==> src/rtl/coldstorage_pkg.sv <==
// Shared definitions for the cold-storage controller: ASCII command set,
// command parser state encoding and byte classification helpers.
package coldstorage_pkg;

   localparam logic [7:0] CMD_TMAX = 8'h54;  // 'T'
   localparam logic [7:0] CMD_TMIN = 8'h74;  // 't'
   localparam logic [7:0] CMD_HMAX = 8'h48;  // 'H'
   localparam logic [7:0] CMD_HMIN = 8'h68;  // 'h'
   localparam logic [7:0] CMD_FAN  = 8'h46;  // 'F'
   localparam logic [7:0] CMD_HUM  = 8'h66;  // 'f'
   localparam logic [7:0] ASC_LF   = 8'h0A;
   localparam logic [7:0] ASC_CR   = 8'h0D;
   localparam logic [7:0] ASC_0    = 8'h30;

   typedef enum logic [1:0] {
      IDLE,
      GOT_CMD,
      GOT_D0,
      GOT_D1
   } parser_state_t;

   function automatic logic is_cmd(input logic [7:0] b);
      return (b == CMD_TMAX) || (b == CMD_TMIN) || (b == CMD_HMAX) ||
             (b == CMD_HMIN) || (b == CMD_FAN)  || (b == CMD_HUM);
   endfunction

   function automatic logic is_digit(input logic [7:0] b);
      return (b >= ASC_0) && (b <= (ASC_0 + 8'd9));
   endfunction

   function automatic logic is_term(input logic [7:0] b);
      return (b == ASC_LF) || (b == ASC_CR);
   endfunction

endpackage

==> src/rtl/uart_cmd_parser_if.sv <==
// Byte stream from the UART receiver plus the decoded command outputs.
interface uart_cmd_parser_if #(
   parameter int unsigned ERR_CNT_W = 8
);
   logic [7:0]           rx_data;
   logic                 rx_valid;
   logic [7:0]           chr_cmd;
   logic [7:0]           chr_val0;
   logic [7:0]           chr_val1;
   logic [6:0]           val_bin;
   logic                 rx_msg_done;
   logic                 frame_err;
   logic [ERR_CNT_W-1:0] err_cnt;

   modport master (
      output rx_data, rx_valid,
      input  chr_cmd, chr_val0, chr_val1, val_bin, rx_msg_done, frame_err, err_cnt
   );

   modport slave (
      input  rx_data, rx_valid,
      output chr_cmd, chr_val0, chr_val1, val_bin, rx_msg_done, frame_err, err_cnt
   );
endinterface

==> src/rtl/timeout_timer.sv <==
// Free-running gap counter: clears on clr, counts while en, and pulses
// expire combinationally on the last count of the window.
module timeout_timer #(
   parameter int unsigned CYCLES = 5_000_000,
   parameter int unsigned W      = (CYCLES > 1) ? $clog2(CYCLES) : 1
) (
   input  logic clk,
   input  logic rst_n,
   input  logic clr,
   input  logic en,
   output logic expire
);
   localparam logic [W-1:0] LAST = W'(CYCLES - 1);

   logic [W-1:0] cnt;

   // clr has priority so a byte landing on the expiry cycle never times out
   assign expire = en && !clr && (cnt == LAST);

   always_ff @(posedge clk or negedge rst_n) begin
      if (!rst_n)               cnt <= '0;
      else if (clr || expire)   cnt <= '0;
      else if (en)              cnt <= cnt + 1'b1;
   end
endmodule

==> src/rtl/uart_cmd_parser.sv <==
// Assembles CMD,D0,D1,TERM frames from the UART byte stream, commits good
// frames to the output registers and flags malformed or stalled ones.
module uart_cmd_parser
   import coldstorage_pkg::*;
#(
   parameter int unsigned CLK_FREQ_HZ = 100_000_000,
   parameter int unsigned TIMEOUT_MS  = 50,
   parameter int unsigned ERR_CNT_W   = 8
) (
   input logic               clk,
   input logic               rst_n,
   uart_cmd_parser_if.slave  bus
);
   localparam int unsigned          TIMEOUT_CYC = CLK_FREQ_HZ / 1000 * TIMEOUT_MS;
   localparam logic [ERR_CNT_W-1:0] ERR_MAX     = '1;

   parser_state_t state, state_nxt;
   logic [7:0]    sh_cmd, sh_d0, sh_d1;
   logic          ld_cmd, ld_d0, ld_d1, commit, err, bad, expire;
   logic          tmr_clr, tmr_en;
   logic [7:0]    b;

   assign b       = bus.rx_data;
   assign tmr_clr = bus.rx_valid || (state == IDLE);
   assign tmr_en  = (state != IDLE);

   timeout_timer #(.CYCLES(TIMEOUT_CYC)) u_tmr (
      .clk    (clk),
      .rst_n  (rst_n),
      .clr    (tmr_clr),
      .en     (tmr_en),
      .expire (expire)
   );

   always_ff @(posedge clk or negedge rst_n) begin
      if (!rst_n) state <= IDLE;
      else        state <= state_nxt;
   end

   always_comb begin
      state_nxt = state;
      ld_cmd    = 1'b0;
      ld_d0     = 1'b0;
      ld_d1     = 1'b0;
      commit    = 1'b0;
      err       = 1'b0;
      bad       = 1'b0;
      if (bus.rx_valid) begin
         case (state)
            IDLE: begin
               if (is_cmd(b)) begin
                  state_nxt = GOT_CMD;
                  ld_cmd    = 1'b1;
               end
            end
            GOT_CMD: begin
               if (is_digit(b)) begin
                  state_nxt = GOT_D0;
                  ld_d0     = 1'b1;
               end else bad = 1'b1;
            end
            GOT_D0: begin
               if (is_digit(b)) begin
                  state_nxt = GOT_D1;
                  ld_d1     = 1'b1;
               end else bad = 1'b1;
            end
            GOT_D1: begin
               if (is_term(b)) begin
                  state_nxt = IDLE;
                  commit    = 1'b1;
               end else bad = 1'b1;
            end
            default: state_nxt = IDLE;
         endcase
         // A command byte inside a broken frame starts a fresh one
         if (bad) begin
            err = 1'b1;
            if (is_cmd(b)) begin
               state_nxt = GOT_CMD;
               ld_cmd    = 1'b1;
            end else begin
               state_nxt = IDLE;
            end
         end
      end else if (expire) begin
         err       = 1'b1;
         state_nxt = IDLE;
      end
   end

   always_ff @(posedge clk or negedge rst_n) begin
      if (!rst_n) begin
         sh_cmd <= 8'h00;
         sh_d0  <= 8'h00;
         sh_d1  <= 8'h00;
      end else begin
         if (ld_cmd) sh_cmd <= b;
         if (ld_d0)  sh_d0  <= b;
         if (ld_d1)  sh_d1  <= b;
      end
   end

   always_ff @(posedge clk or negedge rst_n) begin
      if (!rst_n) begin
         bus.chr_cmd     <= 8'h00;
         bus.chr_val0    <= 8'h00;
         bus.chr_val1    <= 8'h00;
         bus.val_bin     <= 7'd0;
         bus.rx_msg_done <= 1'b0;
         bus.frame_err   <= 1'b0;
         bus.err_cnt     <= '0;
      end else begin
         bus.rx_msg_done <= commit;
         bus.frame_err   <= err;
         if (commit) begin
            bus.chr_cmd  <= sh_cmd;
            bus.chr_val0 <= sh_d0;
            bus.chr_val1 <= sh_d1;
            // low nibble of an ASCII digit is its value
            bus.val_bin  <= 7'(sh_d0[3:0]) * 7'd10 + 7'(sh_d1[3:0]);
         end
         if (err && (bus.err_cnt != ERR_MAX)) bus.err_cnt <= bus.err_cnt + 1'b1;
      end
   end
endmodule

==> src/flat_wrapper.sv <==
// flat-port wrapper written by rule: the top's interface ports become plain ports
module uart_cmd_parser_flat import coldstorage_pkg::*;
#(
   parameter int unsigned CLK_FREQ_HZ = 100_000_000,
   parameter int unsigned TIMEOUT_MS  = 50,
   parameter int unsigned ERR_CNT_W   = 8
)
  (clk, rst_n, bus_rx_data, bus_rx_valid, bus_chr_cmd, bus_chr_val0, bus_chr_val1, bus_val_bin, bus_rx_msg_done, bus_frame_err, bus_err_cnt);
  uart_cmd_parser_if #(.ERR_CNT_W(ERR_CNT_W)) bus_i ();
  input logic clk;
  input logic rst_n;
  input wire logic [$bits(bus_i.rx_data)-1:0] bus_rx_data;
  input wire logic [$bits(bus_i.rx_valid)-1:0] bus_rx_valid;
  output wire logic [$bits(bus_i.chr_cmd)-1:0] bus_chr_cmd;
  output wire logic [$bits(bus_i.chr_val0)-1:0] bus_chr_val0;
  output wire logic [$bits(bus_i.chr_val1)-1:0] bus_chr_val1;
  output wire logic [$bits(bus_i.val_bin)-1:0] bus_val_bin;
  output wire logic [$bits(bus_i.rx_msg_done)-1:0] bus_rx_msg_done;
  output wire logic [$bits(bus_i.frame_err)-1:0] bus_frame_err;
  output wire logic [$bits(bus_i.err_cnt)-1:0] bus_err_cnt;
  assign bus_i.rx_data = bus_rx_data;
  assign bus_i.rx_valid = bus_rx_valid;
  assign bus_chr_cmd = bus_i.chr_cmd;
  assign bus_chr_val0 = bus_i.chr_val0;
  assign bus_chr_val1 = bus_i.chr_val1;
  assign bus_val_bin = bus_i.val_bin;
  assign bus_rx_msg_done = bus_i.rx_msg_done;
  assign bus_frame_err = bus_i.frame_err;
  assign bus_err_cnt = bus_i.err_cnt;
  uart_cmd_parser #(.CLK_FREQ_HZ(CLK_FREQ_HZ), .TIMEOUT_MS(TIMEOUT_MS), .ERR_CNT_W(ERR_CNT_W)) u_core (.clk(clk), .rst_n(rst_n), .bus(bus_i));
endmodule
==> config.mk <==
export PLATFORM = sky130hd
export DESIGN_NAME = uart_cmd_parser_flat
export DESIGN_NICKNAME = d
export VERILOG_FILES = /design/src/rtl/coldstorage_pkg.sv /design/src/rtl/uart_cmd_parser_if.sv /design/src/rtl/timeout_timer.sv /design/src/rtl/uart_cmd_parser.sv /design/src/flat_wrapper.sv
export SDC_FILE = /design/constraint.sdc
export NUM_CORES = 1
export LEC_CHECK = 0
export BUFFER_PORTS_ARGS = -buffer_cell sky130_fd_sc_hd__buf_2
export CAP_MARGIN = 20
export CORE_UTILIZATION = 55
export DETAILED_ROUTE_END_ITERATION = 8
export HOLD_SLACK_MARGIN = 0.08
export PLACE_DENSITY_LB_ADDON = 0.08
export REMOVE_ABC_BUFFERS = 1
export SKIP_LAST_GASP = 1
export SLEW_MARGIN = 20
export SYNTH_ARGS = -nofsm -noshare
export SYNTH_HDL_FRONTEND = slang
export SYNTH_HIERARCHICAL = 1
export SYNTH_SLANG_ARGS = --single-unit
==> constraint.sdc <==
create_clock -name clk -period 3.5 [get_ports clk]
set_input_delay 0.35 -clock clk [delete_from_list [all_inputs] [get_ports clk]]
set_output_delay 0.35 -clock clk [all_outputs]
set_load 0.005 [all_outputs]
# Yosys cells after proc, flatten, opt, wreduce, memory -nomap -nowiden
# Cells that the tools add are included.
# totals
ff_bits,90
out_inout_bits,41
inputBits,11
word_cells,85
# op_classes
magnitude_cmp,2
n_reduce_logical,19
mul,1
mux,31
n_addsub,3
n_eq_ne,17
# ops
operator,count
equality test 8 x 7 -> 1 bit (second input constant),6
2-to-1 mux 23 bit,2
adder 23 x 1 -> 23 bit (second input constant),1
equality test 23 bit (second input constant),1
2-to-1 mux 1 bit,20
equality test 8 x 4 -> 1 bit (second input constant),2
2-to-1 mux 2 bit,7
!= test 4 x 2 -> 1 bit (second input constant),3
adder 8 x 1 -> 8 bit (second input constant),1
>= comparator 8 x 6 -> 1 bit (second input constant),1
<= comparator 8 x 6 -> 1 bit (second input constant),1
logical OR 1 bit,8
!= test 8 bit (second input constant),1
case mux 2 bit (4 select lines),1
adder 7 x 4 -> 7 bit,1
multiplier 4 x 3 -> 6 bit (second input constant),1
nonzero test 2 bit,3
AND reduction 5 bit,1
equality test 2 bit (second input constant),2
logical AND 1 bit,4
!= test 4 bit (second input constant),1
equality test 2 x 1 -> 1 bit (second input constant),1
zero test 2 bit,1
case mux 1 bit (2 select lines),1
other kinds (2),2

# Logic depth before layout (Yosys ltp)
# depth
word_depth,11
ltp_mapped,11
mapped_depth_nobuf,9

# Cells and area by module
# The synthesis kept the hierarchy.
# by_module_without_submodules
module,seq_area_each_um2,area_per_inst_um2,cells_each,instances
uart_cmd_parser,1651.6,3041.7,281,1
timeout_timer,575.6,1247.4,130,1

# Worst setup path after synthesis
# OpenSTA, ideal clock, no wires.
# synth_path
kind,register to register
start,register u_core.state[0]
end,register u_core.bus.err_cnt[1]
required_time_ns,3.375
path_stages_with_launch,12
path_buffers,2
period_less_slack_ns,2.471
setup_time_ns,0.125
path_slack_ns,1.029
arrival_time_ns,2.346
path_cell_list,dfrtp_1 -> inv_1 -> ha_1 -> inv_1 -> buf_4 -> nand4_4 -> or4_4 -> buf_6 -> nor2_1 -> nor2_2 -> nor3_4 -> mux2_4
# synth_between
elab_cells_between_ends,16
classes_between,eq/ne: 3; mux: 5; reduce/logical: 8
# synth_lines
item,line,text
from (decl),uart_cmd_parser.sv:17,"parser_state_t state, state_nxt;"
from (signal assigned),uart_cmd_parser.sv:37,else state <= state_nxt;
nonzero test 2 bit,uart_cmd_parser.sv:25,assign tmr_en = (state != IDLE);
named net u_core.tmr_en,uart_cmd_parser.sv:20,"logic tmr_clr, tmr_en;"
logical AND 1 bit (2 in series),timeout_timer.sv:18,assign expire = en && !clr && (cnt == LAST);
named net u_core.expire,uart_cmd_parser.sv:19,"logic ld_cmd, ld_d0, ld_d1, commit, err, bad, expire;"
2-to-1 mux 1 bit,uart_cmd_parser.sv:86,end else if (expire) begin
2-to-1 mux 1 bit,uart_cmd_parser.sv:48,if (bus.rx_valid) begin
logical AND 1 bit,uart_cmd_parser.sv:123,if (err && (bus.err_cnt != ERR_MAX)) bus.err_cnt <= bus.err_cnt + 1'b1;
to (signal assigned),uart_cmd_parser.sv:123,
to (decl),uart_cmd_parser_if.sv:22,"output chr_cmd, chr_val0, chr_val1, val_bin, rx_msg_done, frame_err, err_cnt"
# The timed path passes the listed nets, and every way through them passes these cells. The select of a mux whose other input is x is not followed.
# A chain may end at the register's enable or synchronous reset.

# Final worst setup path
# Ends and elaborated chain as after synthesis.

==> flow_metrics.env <==
export IMPL_start_kind="flip-flop"
export IMPL_cts_sinks=89
export IMPL_min_period_ps=2660
export IMPL_core_area_mm2=0.00741
export IMPL_chipHeight_um=90.3
export IMPL_cts_tree="yes"
export IMPL_syn_area_per_cell_um2=10.4
export IMPL_drc=0
export IMPL_syn_cell_area_mm2=0.00429
export IMPL_multi_input_area_mm2=0.00191
export IMPL_hold_viol=0
export IMPL_drive_gt1_share_pct=21.3
export IMPL_nNetsFinal=485
export IMPL_finalSetupTns_ps=0
export IMPL_clkTransAtPathRegs_ps=90
export IMPL_grt_pass1_vias=2951
export IMPL_p_per_area_mw_per_mm2=500
export IMPL_nFillCells=615
export IMPL_cts_root_buf="clkbuf_8"
export IMPL_power_leakage_nw=2.37
export IMPL_worst_setup_path_type="reg -> reg"
export IMPL_netlist_instances=411
export IMPL_regArea_mm2=0.00223
export IMPL_final_common_cell="dfrtp_1"
export IMPL_worst_pin_slew_ps=729
export IMPL_post_cts_buffers=0
export IMPL_place_inst=548
export IMPL_slew_headroom_pct=51.4
export IMPL_design_die_area_mm2=0.00816
export IMPL_finalNonFillerCells=564
export IMPL_rrSetupSlack_ps=840
export IMPL_io_buffers=51
export IMPL_setup_viol=0
export IMPL_min_period_over_period_pct=76.0
export IMPL_ys_types=59
export IMPL_cts_buffers=9
export IMPL_overflow=0
export IMPL_r2r_start="u_core/state[0]$_DFFE_PN0P_"
export IMPL_die_w_um=90.3
export IMPL_path_max_fanout=10
export IMPL_holdBufCountCts=0
export IMPL_rows=31
export IMPL_gp_congestion=0.800
export IMPL_skew_ps=15.8
export IMPL_fin_area_mm2=0.00476
export IMPL_viasPerCell=5.50
export IMPL_crit_arrival_ps=2890
export IMPL_clkLatencyLatePin_ps=350
export IMPL_cp_required_ps=3730
export IMPL_dr_pass1_iters=5
export IMPL_synth_flop_cell="dfrtp_1"
export IMPL_worstRegToRegCells=9
export IMPL_p_total_mw=2.38
export IMPL_fin_util_pct=64.3
export IMPL_cts_resized=0
export IMPL_synth_edff_count=0
export IMPL_regToRegEndpoint="u_core/bus.err_cnt[1]$_DFFE_PN0P_"
export IMPL_final_cell_mix="dfrtp_1 (89), nand2_1 (88), buf_2 (50)"
export IMPL_dr_first_iter_drc_count=121
export IMPL_fmax_mhz=376
export IMPL_synth_seq_cells=89
export IMPL_grt_pass1_wl_mm=14.0
export IMPL_htree_num_levels=3
export IMPL_ant_nets=0
export IMPL_yosys_warnings=6
export IMPL_antenna_found_initial=0
export IMPL_grt_use_total_pct=21.4
export IMPL_io_pins=52
export IMPL_vias=3101
export IMPL_syn2layout_area_growth_pct=11.0
export IMPL_status="complete, no violations"
export IMPL_async_reset_ff_share_pct=100
export IMPL_dp_hpwl_mm=5.43
export IMPL_grt_max_degree=82
export IMPL_routedWlPerCell_um=14.3
export IMPL_start_util_pct=57.9
export IMPL_place_area_mm2=0.00459
export IMPL_drv_cap=0
export IMPL_end_kind="flip-flop"
export IMPL_min_path_type="in -> async"
export IMPL_worst_ir_drop_vdd_v=0.000316
export IMPL_rsz0062_at_grt="no"
export IMPL_ys_seq_area_share_pct=51.9
export IMPL_drt_total_wl_mm=8.05
export IMPL_clockBufferDepth=2
export IMPL_antenna_cells=0
export IMPL_slew_viol_final=0
[worst max-delay path, stage by stage, from the launching register on]
cell and delay [ps]:
dfrtp_1 380, inv_1 80, ha_1 270, inv_1 300, nand4_4 180, or4_4 510, nor2_1 150, nor2_2 110
nor3_4 230, mux2_4 320
[kinds of logic (layout without fill, tap and decap cells)]
group / Yosys count / after routing / synth area share, %
simple gates: 192 / 192 / 23.0
flops: 89 / 89 / 51.9
compound gates: 47 / 47 / 7.38
buf+inv: 28 / 82 / 3.56
xor+xnor: 25 / 25 / 5.11
mux: 16 / 16 / 4.58
fa+ha+maj: 14 / 14 / 4.43
[registers in the layout (all words and copies together) (netlist names)]
name / flops
u_core/u_tmr/cnt: 23
u_core/bus.chr_cmd: 8
u_core/bus.chr_val0: 8
u_core/state: 2
u_core/bus.frame_err: 1
u_core/sh_d1: 8
u_core/bus.val_bin: 6
u_core/bus.chr_val1: 8
u_core/sh_d0: 8
u_core/bus.rx_msg_done: 1
u_core/sh_cmd: 8
u_core/bus.err_cnt: 8
[report_power, final]
part	leakage (nW)	switching (mW)	internal, mW
Combinational	1.07	0.260	0.243
Sequential	1.21	0.106	1.15
Clock	0.0891	0.352	0.276
Total	2.37	0.718	1.66
[synth_stat cells (all sizes together), types with 2 or more instances]
cell type	n	area share [%]
o22ai	2	0.44
nor3	2	0.50
o21ba	2	0.47
mux2	14	4.1
o31ai	2	0.35
o211ai	2	0.35
fa	2	0.93
clkbuf	5	0.67
and2	7	1.1
nor4	8	1.2
nand3	11	1.3
xnor2	9	1.8
and4	4	0.82
mux2i	2	0.47
o21ai	16	1.9
a21o	2	0.35
nor4b	3	0.61
nor2	22	2.0
and2b	2	0.35
or3	8	1.2
buf	11	1.8
inv	12	1.1
xor2	16	3.3
and3	6	0.88
o32ai	2	0.41
a21oi	11	1.3
nor4bb	2	0.47
nand2	88	7.7
or2	3	0.44
nand4	12	2.1
ha	12	3.5
dfrtp	89	52
nand2b	5	0.73
or4	4	0.79
[layout make-up]
| type | instances | share of cell area (%) |
|---|---|---|
| Clock inverter | 5 | 0.657 |
| Clock buffer | 11 | 2.97 |
| Multi-Input combinational cell | 294 | 40.1 |
| Tap cell | 99 | 2.60 |
| Sequential cell | 89 | 46.8 |
| Inverter | 12 | 0.946 |
| Timing Repair Buffer | 54 | 5.96 |
[worst max path at each step]
| stage | startpoint | endpoint | depth (start not counted) |
|---|---|---|---|
| after CTS | u_core/state[0]$_DFFE_PN0P_ | u_core/bus.err_cnt[1]$_DFFE_PN0P_ | 9 |
| after global placement | u_core/state[0]$_DFFE_PN0P_ | u_core/bus.err_cnt[1]$_DFFE_PN0P_ | 9 |
| after detailed placement | u_core/state[0]$_DFFE_PN0P_ | u_core/bus.err_cnt[1]$_DFFE_PN0P_ | 9 |
| after floorplan | u_core/state[0]$_DFFE_PN0P_ | u_core/u_tmr/cnt[20]$_DFFE_PN0P_ | 7 |
| after global routing | u_core/state[0]$_DFFE_PN0P_ | u_core/state[0]$_DFFE_PN0P_ | 9 |
| final | u_core/state[0]$_DFFE_PN0P_ | u_core/bus.err_cnt[1]$_DFFE_PN0P_ | 9 |
[stage by stage]
stage	hold WS [ps]	worst slack [ps]
detailed placement	452	852
global route	93.1	627
finish	28.9	840
floorplan	54.4	708
CTS	200	842
global placement	446	952
[routing by layer]
layer	track usage [%]	wire length, um
met1	31.5	3950
met2	32.1	3640
met3	4.21	382
met4	7.12	78
met5	0	0
(Power assumes the default switching activity.)
